## config.mk

```make
export PLATFORM = sky130hd
export DESIGN_NAME = frame_sequencer
export DESIGN_NICKNAME = d
export VERILOG_FILES = /design/src/rtl/frame_seq_pkg.sv /design/src/rtl/btn_debounce.sv /design/src/rtl/frame_sequencer.sv
export SDC_FILE = /design/constraint.sdc
export NUM_CORES = 1
export LEC_CHECK = 0
export CAP_MARGIN = 15
export CORE_MARGIN = 2
export CORE_UTILIZATION = 56
export DETAILED_ROUTE_END_ITERATION = 8
export DONT_BUFFER_PORTS = 1
export PLACE_DENSITY = 0.78
export REMOVE_ABC_BUFFERS = 1
export SLEW_MARGIN = 20
export SYNTH_ARGS = -nofsm -noshare
export SYNTH_HDL_FRONTEND = slang
export SYNTH_SLANG_ARGS = --single-unit
```

## constraint.sdc

```tcl
create_clock -name pixel_clk -period 2.1 [get_ports pixel_clk]
set_input_delay 0.42 -clock pixel_clk [delete_from_list [all_inputs] [get_ports pixel_clk]]
set_output_delay 0.42 -clock pixel_clk [all_outputs]
set_load 0.005 [all_outputs]
```

## src/rtl/frame_seq_pkg.sv

```systemverilog
// frame_seq_pkg: shared types and constants for the frame sequencer.
//   state_t  - scheduler states (scan for blanking, sample buttons, wait for update)
//   BTN_*    - bit positions of each button in the 5-bit button vectors
//   NUM_BTN  - number of push buttons
package frame_seq_pkg;

  typedef enum logic [1:0] {
    SCAN   = 2'd0,
    SAMPLE = 2'd1,
    WAIT   = 2'd2
  } state_t;

  localparam int BTN_C   = 0;
  localparam int BTN_U   = 1;
  localparam int BTN_D   = 2;
  localparam int BTN_R   = 3;
  localparam int BTN_L   = 4;
  localparam int NUM_BTN = 5;

endpackage

```

## src/rtl/btn_debounce.sv

```systemverilog
// btn_debounce: one push-button channel.
//   Two-flop synchronizer on the raw button, then a per-frame debounce counter.
//   The counter only advances on sample_en (one cycle per frame).
// Ports:
//   clk, rst   - clock, synchronous active-high reset
//   raw        - asynchronous button input
//   sample_en  - high for the single per-frame sample cycle
//   level      - debounced button level
//   press      - rising edge of level from the last sample, held until the next
//   rise       - combinational: this sample cycle will produce a rising edge
module btn_debounce
  import frame_seq_pkg::*;
#(
  parameter int DEBOUNCE_FRAMES = 3
) (
  input  logic clk,
  input  logic rst,
  input  logic raw,
  input  logic sample_en,
  output logic level,
  output logic press,
  output logic rise
);

  logic       sync_p0;
  logic       sync_p1;
  logic [3:0] cnt;
  logic       differs;
  logic       hit;

  assign differs = (sync_p1 != level);
  // The sample that would bring the counter to DEBOUNCE_FRAMES toggles the
  // level directly, so the counter never actually holds that value.
  assign hit     = differs && (cnt == 4'(DEBOUNCE_FRAMES - 1));
  assign rise    = sample_en && hit && !level;

  always_ff @(posedge clk) begin
    if (rst) begin
      sync_p0 <= 1'b0;
      sync_p1 <= 1'b0;
      cnt     <= 4'd0;
      level   <= 1'b0;
      press   <= 1'b0;
    end else begin
      // synchronizer stages
      sync_p0 <= raw;
      sync_p1 <= sync_p0;
      // per-frame debounce sample
      if (sample_en) begin
        press <= hit && !level;
        if (hit) begin
          level <= ~level;
          cnt   <= 4'd0;
        end else if (differs) begin
          cnt <= cnt + 4'd1;
        end else begin
          cnt <= 4'd0;
        end
      end
    end
  end

endmodule

```

## src/rtl/frame_sequencer.sv

```systemverilog
// frame_sequencer: per-frame game scheduler.
//   Detects blanking start, samples/debounces five buttons once per frame, and
//   runs one update request/acknowledge with the game logic, which must finish
//   before the next frame begins at coordinate (0,0). Owns pause mode and the
//   completed-update counter.
// Ports:
//   pixel_clk, sim_rst    - clock, synchronous active-high reset
//   h_coord, v_coord      - display controller coordinates
//   button_c/u/d/r/l      - raw asynchronous buttons
//   frame_start           - one-cycle pulse (SAMPLE state) at blanking start
//   upd_req / upd_done    - update handshake with the game logic
//   btn_state, btn_press  - debounced levels / rising edges, {l,r,d,u,c}
//   paused                - pause mode, toggled by a centre-button press
//   frame_cnt             - completed updates, wrapping
//   deadline_err          - sticky: an update was aborted at frame start
module frame_sequencer
  import frame_seq_pkg::*;
#(
  parameter int H_ACTIVE        = 640,
  parameter int V_ACTIVE        = 480,
  parameter int DEBOUNCE_FRAMES = 3
) (
  input  logic        pixel_clk,
  input  logic        sim_rst,
  input  logic [9:0]  h_coord,
  input  logic [9:0]  v_coord,
  input  logic        button_c,
  input  logic        button_u,
  input  logic        button_d,
  input  logic        button_r,
  input  logic        button_l,
  output logic        frame_start,
  output logic        upd_req,
  input  logic        upd_done,
  output logic [4:0]  btn_state,
  output logic [4:0]  btn_press,
  output logic        paused,
  output logic [15:0] frame_cnt,
  output logic        deadline_err
);

  if (DEBOUNCE_FRAMES < 1 || DEBOUNCE_FRAMES > 15 || H_ACTIVE < 1 ||
      V_ACTIVE < 1 || V_ACTIVE > 1023) begin : g_bad_params
    $error("frame_sequencer: parameter out of range");
  end

  state_t               state;
  state_t               state_next;
  logic [NUM_BTN-1:0]   raw_btn;
  logic [NUM_BTN-1:0]   rise;
  logic                 sample_en;
  logic                 blank_hit;
  logic                 frame_hit;
  logic                 pause_next;
  logic                 unused_rise;

  assign raw_btn   = {button_l, button_r, button_d, button_u, button_c};
  assign sample_en = (state == SAMPLE);
  assign blank_hit = (v_coord == 10'(V_ACTIVE)) && (h_coord == 10'd0);
  assign frame_hit = (v_coord == 10'd0) && (h_coord == 10'd0);

  for (genvar i = 0; i < NUM_BTN; i++) begin : g_btn
    btn_debounce #(
      .DEBOUNCE_FRAMES(DEBOUNCE_FRAMES)
    ) u_deb (
      .clk      (pixel_clk),
      .rst      (sim_rst),
      .raw      (raw_btn[i]),
      .sample_en(sample_en),
      .level    (btn_state[i]),
      .press    (btn_press[i]),
      .rise     (rise[i])
    );
  end

  // Only the centre button affects control flow.
  assign unused_rise = ^rise[NUM_BTN-1:1];

  // The run/pause decision in SAMPLE needs the pause mode after this frame's
  // toggle, so it comes from the combinational rise rather than btn_press.
  assign pause_next = paused ^ rise[BTN_C];

  always_comb begin
    state_next  = state;
    frame_start = 1'b0;
    upd_req     = 1'b0;
    unique case (state)
      SCAN: begin
        if (blank_hit) state_next = SAMPLE;
      end
      SAMPLE: begin
        frame_start = 1'b1;
        state_next  = pause_next ? SCAN : WAIT;
      end
      WAIT: begin
        upd_req = 1'b1;
        if (upd_done || frame_hit) state_next = SCAN;
      end
      default: state_next = SCAN;
    endcase
  end

  always_ff @(posedge pixel_clk) begin
    if (sim_rst) begin
      state        <= SCAN;
      paused       <= 1'b0;
      frame_cnt    <= 16'd0;
      deadline_err <= 1'b0;
    end else begin
      state <= state_next;
      if (state == SAMPLE) paused <= pause_next;
      // acknowledge wins over a coincident abort
      if (state == WAIT) begin
        if (upd_done)       frame_cnt    <= frame_cnt + 16'd1;
        else if (frame_hit) deadline_err <= 1'b1;
      end
    end
  end

endmodule

```

==> key figures <==
Final layout
  • Layout cell share with drive strength beyond 1: 0.1121
  • Commonest non-fill, non-tap cell in the layout: dfxtp_1
  • # diodes: 0
  • Fill count: between 400 and 500
  • Util after Layout: 0.6311
  • Commonest cells after routing, fill and taps aside: dfxtp_1 (60), nand2_1 (32), nand3_1 (28), a21oi_1 (28)
  • Design Area, Final: about 3000 um2
  • Non-Filler Instances: ~390
  • Nets: about 360
  • Layout area overhead: 7.921%

Floorplanning
  • Die span in x: 74.46 um
  • # IOs: between 50 and 60
  • Core Box Area: 4755 um2
  • Die footprint: 5544 um2
  • Cell row count: 25
  • Die Ht: roughly 74 um
  • Starting density of the core: 0.5847

Timing
  • Final period utilization: 0.9256
  • Max Clk Rate: about 0.5 GHz
  • WHS: approximately 160 ps
  • Final slew viol count: 0
  • Clock skew: slightly below 10 ps
  • Final worst setup slack: roughly 160 ps
  • RSZ-0062 raised after global routing: no
  • Final setup fails: 0
  • Tmin final: between 1500 and 2000 ps
  • Worst slew margin: 0.6519
  • Actual slew at the worst max-slew pin: between 500 and 600 ps
  • Setup TNS: 0 ps
  • Final hold violations: 0

Global route
  • Initial antenna violation count: 0
  • Vias in the first global route: about 2.1k
  • Largest net degree at the start of global routing: 62
  • Global-route wire length before repair: 8825 um
  • Aggregate global routing overflow: 0
  • GRT Total Usage: 0.2029

Clocking
  • CTS max path bufs: 2
  • # clock sinks: 60
  • Post-CTS Hold Fix Bufs: 0
  • CTS clk-pin slew, worst paths: 70 ps
  • CTS tree: done
  • Post-CTS setup buffer count: 0
  • Inserted Clock Buffers: 9
  • H-tree depth: 3
  • Clock latency on the worst-skew pair: around 330 ps
  • Resize count post-CTS: 0
  • CTS root buf: clkbuf_8

Setup path
  • CP max stage delay: 610 ps
  • Cells along the critical path: nand4_1, or4_4, or4_1, a21oi_1
  • Crit end category: flip-flop
  • Setup crit start kind: flip-flop
  • Crit path from: frame_cnt[6]$_SDFFE_PP0P_
  • Slowest cell on the critical path: or4_4
  • Worst path required time: about 2400 ps
  • Crit path kind: reg -> reg
  • R2R Path Start: frame_cnt[6]$_SDFFE_PP0P_
  • Max FO, Critical Path: 8
  • CP arrival: 2200 ps

Synthesis
  • Compound-Gate Fraction of Synth Area: 0.1170
  • Post-synthesis mux area share: 0
  • Synthesized instance count: between 300 and 400
  • Commonest register cell after synthesis: dfxtp_1
  • Yosys top cell area share: 0.4320
  • Post-synth cell types: 35
  • Mapped cell area: approximately 2800 um2
  • Syn avg cell area: just under 9 um2
  • Post-synth ARST share: 0
  • Count of flip-flops with a built-in enable after synthesis: 0
  • Post-Synth Simple-Gate Area: 0.2975
  • Post-synthesis sequential area ratio: 0.4320
  • Adder-Cell Fraction of Synth Area: 0.04950
  • Top area cells in the synthesized netlist: dfxtp_1 (43%), a21oi_1 (5.0%), nand3_1 (5.0%)
  • Synth Area in XOR/XNOR: 0.04410
  • Count of state elements after synthesis: 60
  • Largest family of logic cells by synthesized area: simple AND/OR/NAND/NOR gates
  • Number of synthesis warnings: 0
  • Area leader, netlist: dfxtp_1

Power and ir drop
  • Leakage: 1.024 nW
  • Pwr Total: 2.170 mW
  • Pwr dens: between 700 and 800 nW/um2
  • Max VDD drop: around 500 uV

Placed design
  • Detailed placer's ending HPWL: approximately 3600 um
  • I/O Buffers: 0
  • Place WS: a little under 100 ps
  • Post-Place Cell Area: approximately 2800 um2
  • GP Congestion: around 0.77
  • Placed cell count: ~370

Drt
  • DR WL/cell: between 10 and 15 um
  • Vias per inst: between 5 and 6
  • Iter 0 DRT Violations: 120
  • First-pass iteration count of the detailed router: 4
  • Drt total wl: ~5500 um
  • Antenna viol nets, final: 0
  • Vias: roughly 2.3k
  • Post-route DRC violation count: 0

Status
  • Status: complete, no violations

Flow run
  • Maxcap violations: 0

Min path
  • Hold_sp: sim_rst
  • Worst min path class: in -> reg
-- final cells by class --
type / count / area [um2] / share of cell area
Clock buffer: 10 / 137.6 / 0.04587
Clock inverter: 5 / 52.55 / 0.01751
Inverter: 11 / 41.29 / 0.01376
Multi-Input combinational cell: 226 / 1416 / 0.4721
Sequential cell: 60 / 1201 / 0.4003
Tap cell: 67 / 83.83 / 0.02794
Timing Repair Buffer: 9 / 67.56 / 0.02252
-- worst max-delay path: cells and delay by family, from the launching register on --
family	cells	cell delay [ps]
compound gates	1	160
flops	1	390
simple gates	3	1330
-- worst paths after layout --
kind | to | slack (ps) | cells after the start
setup / recovery | frame_cnt[13]$_SDFFE_PP0P_ | 160 | 4
hold / removal | g_btn[0].u_deb.sync_p0$_SDFF_PP0_ | 160 | 1
setup reg to reg | frame_cnt[13]$_SDFFE_PP0P_ | 160 | 4
hold reg to reg | g_btn[1].u_deb.sync_p1$_SDFF_PP0_ | 440 | 1
-- routing by layer --
metal / vias up / part of all wire / GRT usage
li1: 1136 / - / -
met4: 0 / 0.0029 / 0.04960
met1: 1049 / 0.47 / 0.2575
met5: - / 0 / 0
met2: 73 / 0.47 / 0.3284
met3: 2 / 0.060 / 0.07588
-- synthesized netlist by cell type (all sizes together), types with 2 or more instances --
cell and count:
clkbuf 11, or3b 5, o31ai 3, ha 11, a21oi 28, nand3 28, nor3 2, buf 12
xor2 10, nor4 6, a31oi 5, inv 10, nor2b 11, nand4 8, dfxtp 60, nand4b 6
nor3b 5, or3 14, xnor2 4, o21ai 14, or4 6, a31o 5, nand2 32, nor4b 5
nor2 12
-- power breakdown --
part           total (mW)  leakage (nW)  switching [mW]  internal (mW)
Sequential           1.15         0.485         0.00493           1.15
Clock               0.997        0.0979           0.430          0.567
Combinational      0.0209         0.441          0.0109         0.0101
Total                2.17          1.02           0.446           1.72
-- state kept, by name, indices dropped and copies added (netlist names) --
name / cells
deadline_err: 1
frame_cnt: 16
g_btn.u_deb.cnt: 20
g_btn.u_deb.level: 5
g_btn.u_deb.press: 5
g_btn.u_deb.sync_p0: 5
g_btn.u_deb.sync_p1: 5
paused: 1
state: 2
-- logic make-up after synthesis --
group,count (synthesis)
buffers and inverters,34
flip-flops,60
AO/OA/AOI/OAI,57
XOR/XNOR,14
adder cells (fa/ha/maj),11
AND/OR/NAND/NOR,144
Note: power is estimated with default switching activity, not from simulation.
